## src/rtl/wb_arbiter.sv

```systemverilog
// Writeback arbiter: per-unit result FIFOs, round-robin grant, one registered PRF write per cycle.
// Define WB_BYPASS_EN to let an empty unit's same-cycle handshake compete for the grant directly.
module wb_arbiter #(
  parameter int unsigned DEPTH  = 2,
  parameter int unsigned PREG_W = 7,
  parameter int unsigned DATA_W = 32
) (
  input  logic              clk,
  input  logic              reset,
  input  logic              flush,
  input  logic              alu_wb_valid,
  output logic              alu_wb_ready,
  input  logic [PREG_W-1:0] alu_wb_preg,
  input  logic [DATA_W-1:0] alu_wb_data,
  input  logic              lsu_wb_valid,
  output logic              lsu_wb_ready,
  input  logic [PREG_W-1:0] lsu_wb_preg,
  input  logic [DATA_W-1:0] lsu_wb_data,
  input  logic              br_wb_valid,
  output logic              br_wb_ready,
  input  logic [PREG_W-1:0] br_wb_preg,
  input  logic [DATA_W-1:0] br_wb_data,
  output logic              prf_write,
  output logic [PREG_W-1:0] prf_target_reg,
  output logic [DATA_W-1:0] prf_write_data,
  output logic [1:0]        prf_src
);
  localparam int unsigned NumUnits = 3;
  localparam int unsigned PtrW     = $clog2(DEPTH);
  localparam int unsigned CntW     = PtrW + 1;
  localparam int unsigned EntW     = PREG_W + DATA_W;

  logic [EntW-1:0] mem_q    [NumUnits][DEPTH];
  logic [PtrW-1:0] rd_ptr_q [NumUnits];
  logic [PtrW-1:0] wr_ptr_q [NumUnits];
  logic [CntW-1:0] cnt_q    [NumUnits];
  logic [1:0]      rr_q;

  logic [NumUnits-1:0] in_valid;
  logic [NumUnits-1:0] ready;
  logic [NumUnits-1:0] nonempty;
  logic [NumUnits-1:0] cand;
  logic [NumUnits-1:0] gnt_oh;
  logic [NumUnits-1:0] push;
  logic [NumUnits-1:0] pop;
  logic [EntW-1:0]     in_entry [NumUnits];
  logic [EntW-1:0]     gnt_entry;
  logic                grant;
  logic [1:0]          gnt_idx;
  logic [1:0]          rr_d;
  logic [1:0]          sel;

  always_comb begin
    in_valid    = {br_wb_valid, lsu_wb_valid, alu_wb_valid};
    in_entry[0] = {alu_wb_preg, alu_wb_data};
    in_entry[1] = {lsu_wb_preg, lsu_wb_data};
    in_entry[2] = {br_wb_preg, br_wb_data};

    for (int i = 0; i < NumUnits; i++) begin
      ready[i]    = cnt_q[i] < CntW'(DEPTH);
      nonempty[i] = cnt_q[i] != '0;
`ifdef WB_BYPASS_EN
      // An empty queue offers its live input; ready is guaranteed high when empty.
      cand[i] = !flush && (nonempty[i] || in_valid[i]);
`else
      cand[i] = !flush && nonempty[i];
`endif
    end

    grant   = 1'b0;
    gnt_idx = 2'd0;
    gnt_oh  = '0;
    sel     = 2'd0;
    for (int k = 0; k < NumUnits; k++) begin
      sel = 2'((32'(rr_q) + 32'(k)) % NumUnits);
      if (!grant && cand[sel]) begin
        grant       = 1'b1;
        gnt_idx     = sel;
        gnt_oh[sel] = 1'b1;
      end
    end

    gnt_entry = '0;
    for (int i = 0; i < NumUnits; i++) begin
      pop[i]  = gnt_oh[i] && nonempty[i];
      // A granted bypass result goes straight to the output and is not queued.
      push[i] = in_valid[i] && ready[i] && !flush && !(gnt_oh[i] && !nonempty[i]);
      if (gnt_oh[i]) begin
        gnt_entry = nonempty[i] ? mem_q[i][rd_ptr_q[i]] : in_entry[i];
      end
    end

    rr_d = rr_q;
    if (grant) begin
      rr_d = (gnt_idx == 2'd2) ? 2'd0 : gnt_idx + 2'd1;
    end
  end

  assign alu_wb_ready = ready[0];
  assign lsu_wb_ready = ready[1];
  assign br_wb_ready  = ready[2];

  always_ff @(posedge clk) begin
    for (int i = 0; i < NumUnits; i++) begin
      if (push[i]) begin
        mem_q[i][wr_ptr_q[i]] <= in_entry[i];
      end
    end
  end

  always_ff @(posedge clk or posedge reset) begin
    if (reset) begin
      for (int i = 0; i < NumUnits; i++) begin
        cnt_q[i]    <= '0;
        rd_ptr_q[i] <= '0;
        wr_ptr_q[i] <= '0;
      end
      rr_q           <= 2'd0;
      prf_write      <= 1'b0;
      prf_target_reg <= '0;
      prf_write_data <= '0;
      prf_src        <= 2'd0;
    end else if (flush) begin
      for (int i = 0; i < NumUnits; i++) begin
        cnt_q[i]    <= '0;
        rd_ptr_q[i] <= '0;
        wr_ptr_q[i] <= '0;
      end
      rr_q      <= 2'd0;
      prf_write <= 1'b0;
    end else begin
      for (int i = 0; i < NumUnits; i++) begin
        if (push[i]) begin
          wr_ptr_q[i] <= wr_ptr_q[i] + PtrW'(1);
        end
        if (pop[i]) begin
          rd_ptr_q[i] <= rd_ptr_q[i] + PtrW'(1);
        end
        cnt_q[i] <= cnt_q[i] + CntW'(push[i]) - CntW'(pop[i]);
      end
      rr_q      <= rr_d;
      prf_write <= grant;
      if (grant) begin
        prf_target_reg <= gnt_entry[EntW-1:DATA_W];
        prf_write_data <= gnt_entry[DATA_W-1:0];
        prf_src        <= gnt_idx;
      end
    end
  end

endmodule

```

## config.mk

```make
export PLATFORM = sky130hd
export DESIGN_NAME = wb_arbiter
export DESIGN_NICKNAME = d
export VERILOG_FILES = /design/src/rtl/wb_arbiter.sv
export SDC_FILE = /design/constraint.sdc
export NUM_CORES = 1
export LEC_CHECK = 0
export BUFFER_PORTS_ARGS = -buffer_cell sky130_fd_sc_hd__buf_2
export CORE_ASPECT_RATIO = 0.6
export CORE_UTILIZATION = 52
export DETAILED_ROUTE_END_ITERATION = 16
export PLACE_DENSITY = 0.86
export SETUP_SLACK_MARGIN = 0.2
export SYNTH_ARGS = -nofsm -noshare
export SYNTH_HDL_FRONTEND = slang
export SYNTH_SLANG_ARGS = --single-unit
```

## constraint.sdc

```tcl
create_clock -name clk -period 4.8 [get_ports clk]
set_input_delay 0 -clock clk [delete_from_list [all_inputs] [get_ports clk]]
set_output_delay 0 -clock clk [all_outputs]
set_load 0.005 [all_outputs]
```

Word-level counts from Yosys, hierarchy flattened
Memory sizes are Yosys's and may differ from the RTL's.
Cells that the tools add are included.
- flip-flop bits (word level): 56
- memories: 1
- output and inout bits: 45
- bits in writable memories: 234
- word-level logic and storage cells: 168
- memories (memory ; depth ; width ; rd ports ; clocked after memory_dff ; wr ports ; line ; RTL):
    mem_q ; 3 ; 78 ; 3 ; 0 ; 3 ; 33 ; logic [EntW-1:0] mem_q [NumUnits][DEPTH];
- magnitude comparators: 18
- bitwise logic cells: 9
- mux-type cells: 61
- $add $sub $neg: 15
- eq/ne operators: 1
- reductions and logical operators: 46
- div/mod/pow operators: 3
- operators by type and width (kind ; count):
    $mux 39 ; 18
    $mux 78 ; 3
    $demux 39 s1 ; 3
    $mod 32x2->32 const B ; 2
    $mod 2x2->32 const B ; 1
    $logic_and 1x1->1 ; 26
    $reduce_bool 2->1 ; 10
    $mux 1 ; 19
    $mux 3 ; 5
    $ge 2x2->1 const B ; 6
    $mux 2 ; 6
    $not 1->2 ; 6
    $logic_not 1->1 ; 9
    $lt 2x3->1 const B ; 3
    $add 1x1->1 const B ; 6
    $add 2x1->2 ; 3
    $bmux 1 s2 ; 3
    $demux 1 s2 ; 3
    $ge 2x1->1 const B ; 3
    $lt 2x1->1 const B ; 3
    $lt 2x2->1 const B ; 3
    $mux 6 ; 1
    $or 3x3->3 ; 2
    $sub 2x1->2 ; 3
    6 further kinds ; 6

Longest topological paths before layout
- depth in word-level cells: 17
- mapped depth: 13
- gate-level depth less buffers: 11

Least setup slack after synthesis
Ideal clock, no wire load.
- path kind: reg2reg
- start point: reg rr_q[0]
- end point: mem mem_q[0][156] (netlist bit), enable pin
- arrival time: 4619 ps
- setup slack: -311 ps
- required time: 4308 ps
- clock period less this slack: 5111 ps
- buffers on the path: 1
- library setup time: 492 ps
- cell stages (with the launch flop): 10
- cells stage by stage: dfrtp_1 -> inv_1 -> ha_1 -> clkbuf_1 -> o21bai_1 -> a32oi_1 -> nor3_1 -> a211oi_1 -> o211ai_1 -> nor3b_1
- RTL lines (what ; line ; RTL):
    start: declaration ; 37 ; logic [1:0] rr_q;
    start signal: assignment ; 141 ; rr_q <= rr_d;
    end: declaration ; 33 ;

Final worst setup path
- start point: reg rr_q[0]
- end point: reg rr_q[0]
- word-level cells in the longest chain between the ends: 14
- elaborated cells on any way between the ends: 27
- ends and longest elaborated chain (what):
    branches (longest 14 deep; another with $mod 32x2->32)
Several ways; the timed one is not identified. The select of a mux whose other input is x is not followed.
A chain may end at the register's enable or synchronous reset.

==> metrics.csv <==
stage,metric,value,unit
grt,grt_pass1_wl,49.6,mm
detailed_routing,wl_per_cell,22.3,um
clock_network,cts_root_buf,clkbuf_16,
yosys,ys.flop_type,edfxtp_1,
worst_setup_path,cp_cell_sequence,inv_1 > ha_1 > nand2_1 > a22o_1 > o21ai_0 > nand3_2 > buf_4 > nor2_1 > nand2_1 > o21ai_0,
final_layout,areaGrowthSynthToFinish,26.2,%
worst_setup_path,endpoint_kind,register,
yosys,yosysUniqueCellTypes,50,
clock_network,insertion_delay,0.54,ns
sta,worst_pin_slew,1.18,ns
yosys,ys_async_sr_fraction,19.3,%
final_layout,largest_register_ff_count,234,
yosys,yosysSeqAreaShare,68.4,%
sta,max_freq,287,MHz
clock_network,cts_max_level,1,
sta,fin_crit,3.48,ns
yosys,synth_edf_count,234,
pwr,p_total,8.92,mW
worst_setup_path,worstSetupStartpointType,register,
grt,grt_pass1_vias,8471,
sta,rsz0062_at_grt,no,
placement,gp_congestion,0.907,
placement,dpl.hpwl,20.1,mm
worst_setup_path,crit_type,register to register,
hold_path,hold_class,primary input to register,
clock_network,cts.sinks,290,
die,num_rows,43,
die,die_w,201,um
sta,finalMaxSlewViolations,0,
clock_network,clockBufferDepth,3,
worst_setup_path,crit_arrival,3.91,ns
final_layout,drive_gt1_share,23.8,%
sta,final_hold_viol_count,0,
die,die_area,24300,um2
sta,relSlewSlack,21.3,%
final_layout,multiInputGateArea,3640,um2
sta,setup_tns,0,ns
grt,grt_start_max_net_pins,83,
detailed_routing,vias,8568,
die,start_util,53.1,%
detailed_routing,routed_via_density,5.82,
yosys,avgSynthCellArea,14.2,um2
detailed_routing,drt_iter0_drc,911,
grt,grt.overflow.total,0,
pwr,power_leakage,5.66,nW
worst_setup_path,critical_path_required,5.23,ns
clock_network,postCtsSetupBuffers,0,
yosys,syn_nets,998,
die,dieHeight,121,um
detailed_routing,drc_errors,0,
pwr,p_per_area,574,nW/um2
detailed_routing,firstDrtPassIters,6,
worst_setup_path,max_stage_delay,0.71,ns
grt,antenna_found_initial,2,
final_layout,fin_nets,1265,
detailed_routing,ant_nets,0,
clock_network,post_cts_resize_count,0,
yosys,netlist_instances,868,
outcome,status,"complete, no violations",
placement,portBuffers,167,
sta,fin_crit_sh,72.5,%
final_layout,seq_area,8430,um2
pwr,max-vdd-ir-drop,0.407,mV
grt,grt_use_total,27.1,%
detailed_routing,routed_wl,32.9,mm
clock_network,cts_tree,built,
job,cap_violations,0,
clock_network,path_clk_slew,0.06,ns
sta,fin_skew,0.0252,ns
worst_setup_path,critPathSlowestCell,nand3_2,
worst_setup_path,crit_fanout,41,
die,core_area,23200,um2
yosys,ys_seq_elements,290,
yosys,synth_area,12300,um2
clock_network,cts_buffers,26,
sta,setup_viol,0,
die,boundaryPins,168,
yosys,ys_warn_count,0,
final_layout,nFillCells,1606,
## per-layer routing
layer | track usage [%] | part of all wire (%) | vias up | wire [um]
met3 | 5.53 | 10 | 46 | 3430
met4 | 5.10 | 1.5 | 0 | 477
li1 | - | - | 3863 | -
met2 | 40.4 | 44 | 466 | 14400
met1 | 41.6 | 44 | 4193 | 14600
met5 | 0 | 0 | - | 0
## synthesized netlist by cell type (all sizes together) (2+ instances only)
library cell | n | area [um2]
a31oi | 40 | 250
nor2 | 59 | 221
o311ai | 2 | 35.0
or2 | 3 | 18.8
nor3b | 2 | 15.0
a22oi | 39 | 293
buf | 22 | 124
xor2 | 6 | 52.6
nand3 | 3 | 15.0
a211o | 41 | 359
o21bai | 3 | 22.5
xnor2 | 4 | 35.0
mux2i | 82 | 821
o21a | 4 | 30.0
ha | 7 | 87.6
a21o | 2 | 15.0
clkbuf | 42 | 158
o21ai | 45 | 225
o21ba | 3 | 30.0
dfrtp | 56 | 1400
edfxtp | 234 | 7030
a22o | 2 | 17.5
a21oi | 43 | 219
nor2b | 7 | 43.8
and2 | 2 | 12.5
nor3 | 5 | 25.0
nand2 | 46 | 173
mux2 | 39 | 439
inv | 11 | 41.3
## path summary, 6_finish.rpt
| path | start | slack (ns) | endpoint | cells past startpoint |
|---|---|---|---|---|
| setup / recovery | rr_q[0] | 1.32 | rr_q[0] | 10 |
| setup reg to reg | rr_q[0] | 1.32 | rr_q[0] | 10 |
| hold reg to reg | prf_src[1] | 0.52 | prf_src[1] | 1 |
| min in group asynchronous | reset | 0.26 | prf_write_data[14] | 4 |
| max in group asynchronous | reset | 3.96 | rd_ptr_q[2] | 4 |
| hold / removal | br_wb_valid | 0.03 | cnt_q[1] | 5 |
## stage by stage
step / cell area, um2 / hold WS [ns] / std cells / utilization [%] / worst slack (ns)
2_1_floorplan: 12300 / 0.0989 / 868 / - / 0.761
3_3_place_gp: 13400 / 0.187 / 1299 / 58.0 / 1.50
3_5_place_dp: 13400 / 0.191 / 1299 / 58.0 / 1.39
4_1_cts: 15500 / 0.0154 / 1470 / 67.0 / 1.40
5_1_grt: 15500 / 0.0619 / 1472 / 67.0 / 1.07
6_report: 15500 / 0.0348 / 1472 / 67.0 / 1.32
## placed cells by master (no fill, tap or decap), types with 6 or more instances in the layout
cell type / instances
clkbuf_1: 6
edfxtp_1: 234
mux2i_1: 82
clkbuf_16: 27
nand2_1: 46
xor2_1: 6
a211o_1: 41
a22oi_1: 39
ha_1: 7
dlygate4sd3_1: 123
nor2_1: 56
buf_2: 167
mux2_2: 39
o21ai_0: 44
inv_1: 10
buf_4: 12
nor2b_1: 6
a21oi_1: 42
a31oi_1: 40
dfrtp_1: 53
## area by class of cell
type / count / share of cell area (%)
timing repair buffer: 303 / 14.0
clock inverter: 11 / 0.660
multi-input combinational: 503 / 23.4
clock buffer: 37 / 4.85
antenna: 2 / 0.0322
inverter: 11 / 0.266
sequential: 290 / 54.3
tap: 315 / 2.54
## cell families (layout without fill, tap and decap cells)
kind of cell	Yosys count	in the layout	share of synthesized area [%]
DFF	290	290	68.4
adders and majority gates	7	7	0.711
other	0	2	0
AOI/OAI and AO/OA	231	231	12.6
xor gates and xnor gates	10	10	0.711
buffers and inverters	75	362	2.62
and+or+nand+nor	134	134	4.67
muxes	121	121	10.2
## repair_timing
item	CTS	global route
endpoints found under the hold margin	341	0
hold buffers	123	0
endpoints found under the setup margin	0	0
## power breakdown
part	internal (mW)	total [mW]	switching (mW)
sequential	3.27	3.61	0.342
clock	1.20	2.10	0.897
combinational	1.25	3.22	1.97
## critical path, delay by kind of cell (launching register included)
kind / cells / cell delay [ns]
AOI/OAI and AO/OA: 3 / 0.69
adders and majority gates: 1 / 0.57
buffers and inverters: 2 / 0.62
DFF: 1 / 0.39
and+or+nand+nor: 4 / 1.06
(Power assumes the default switching activity.)
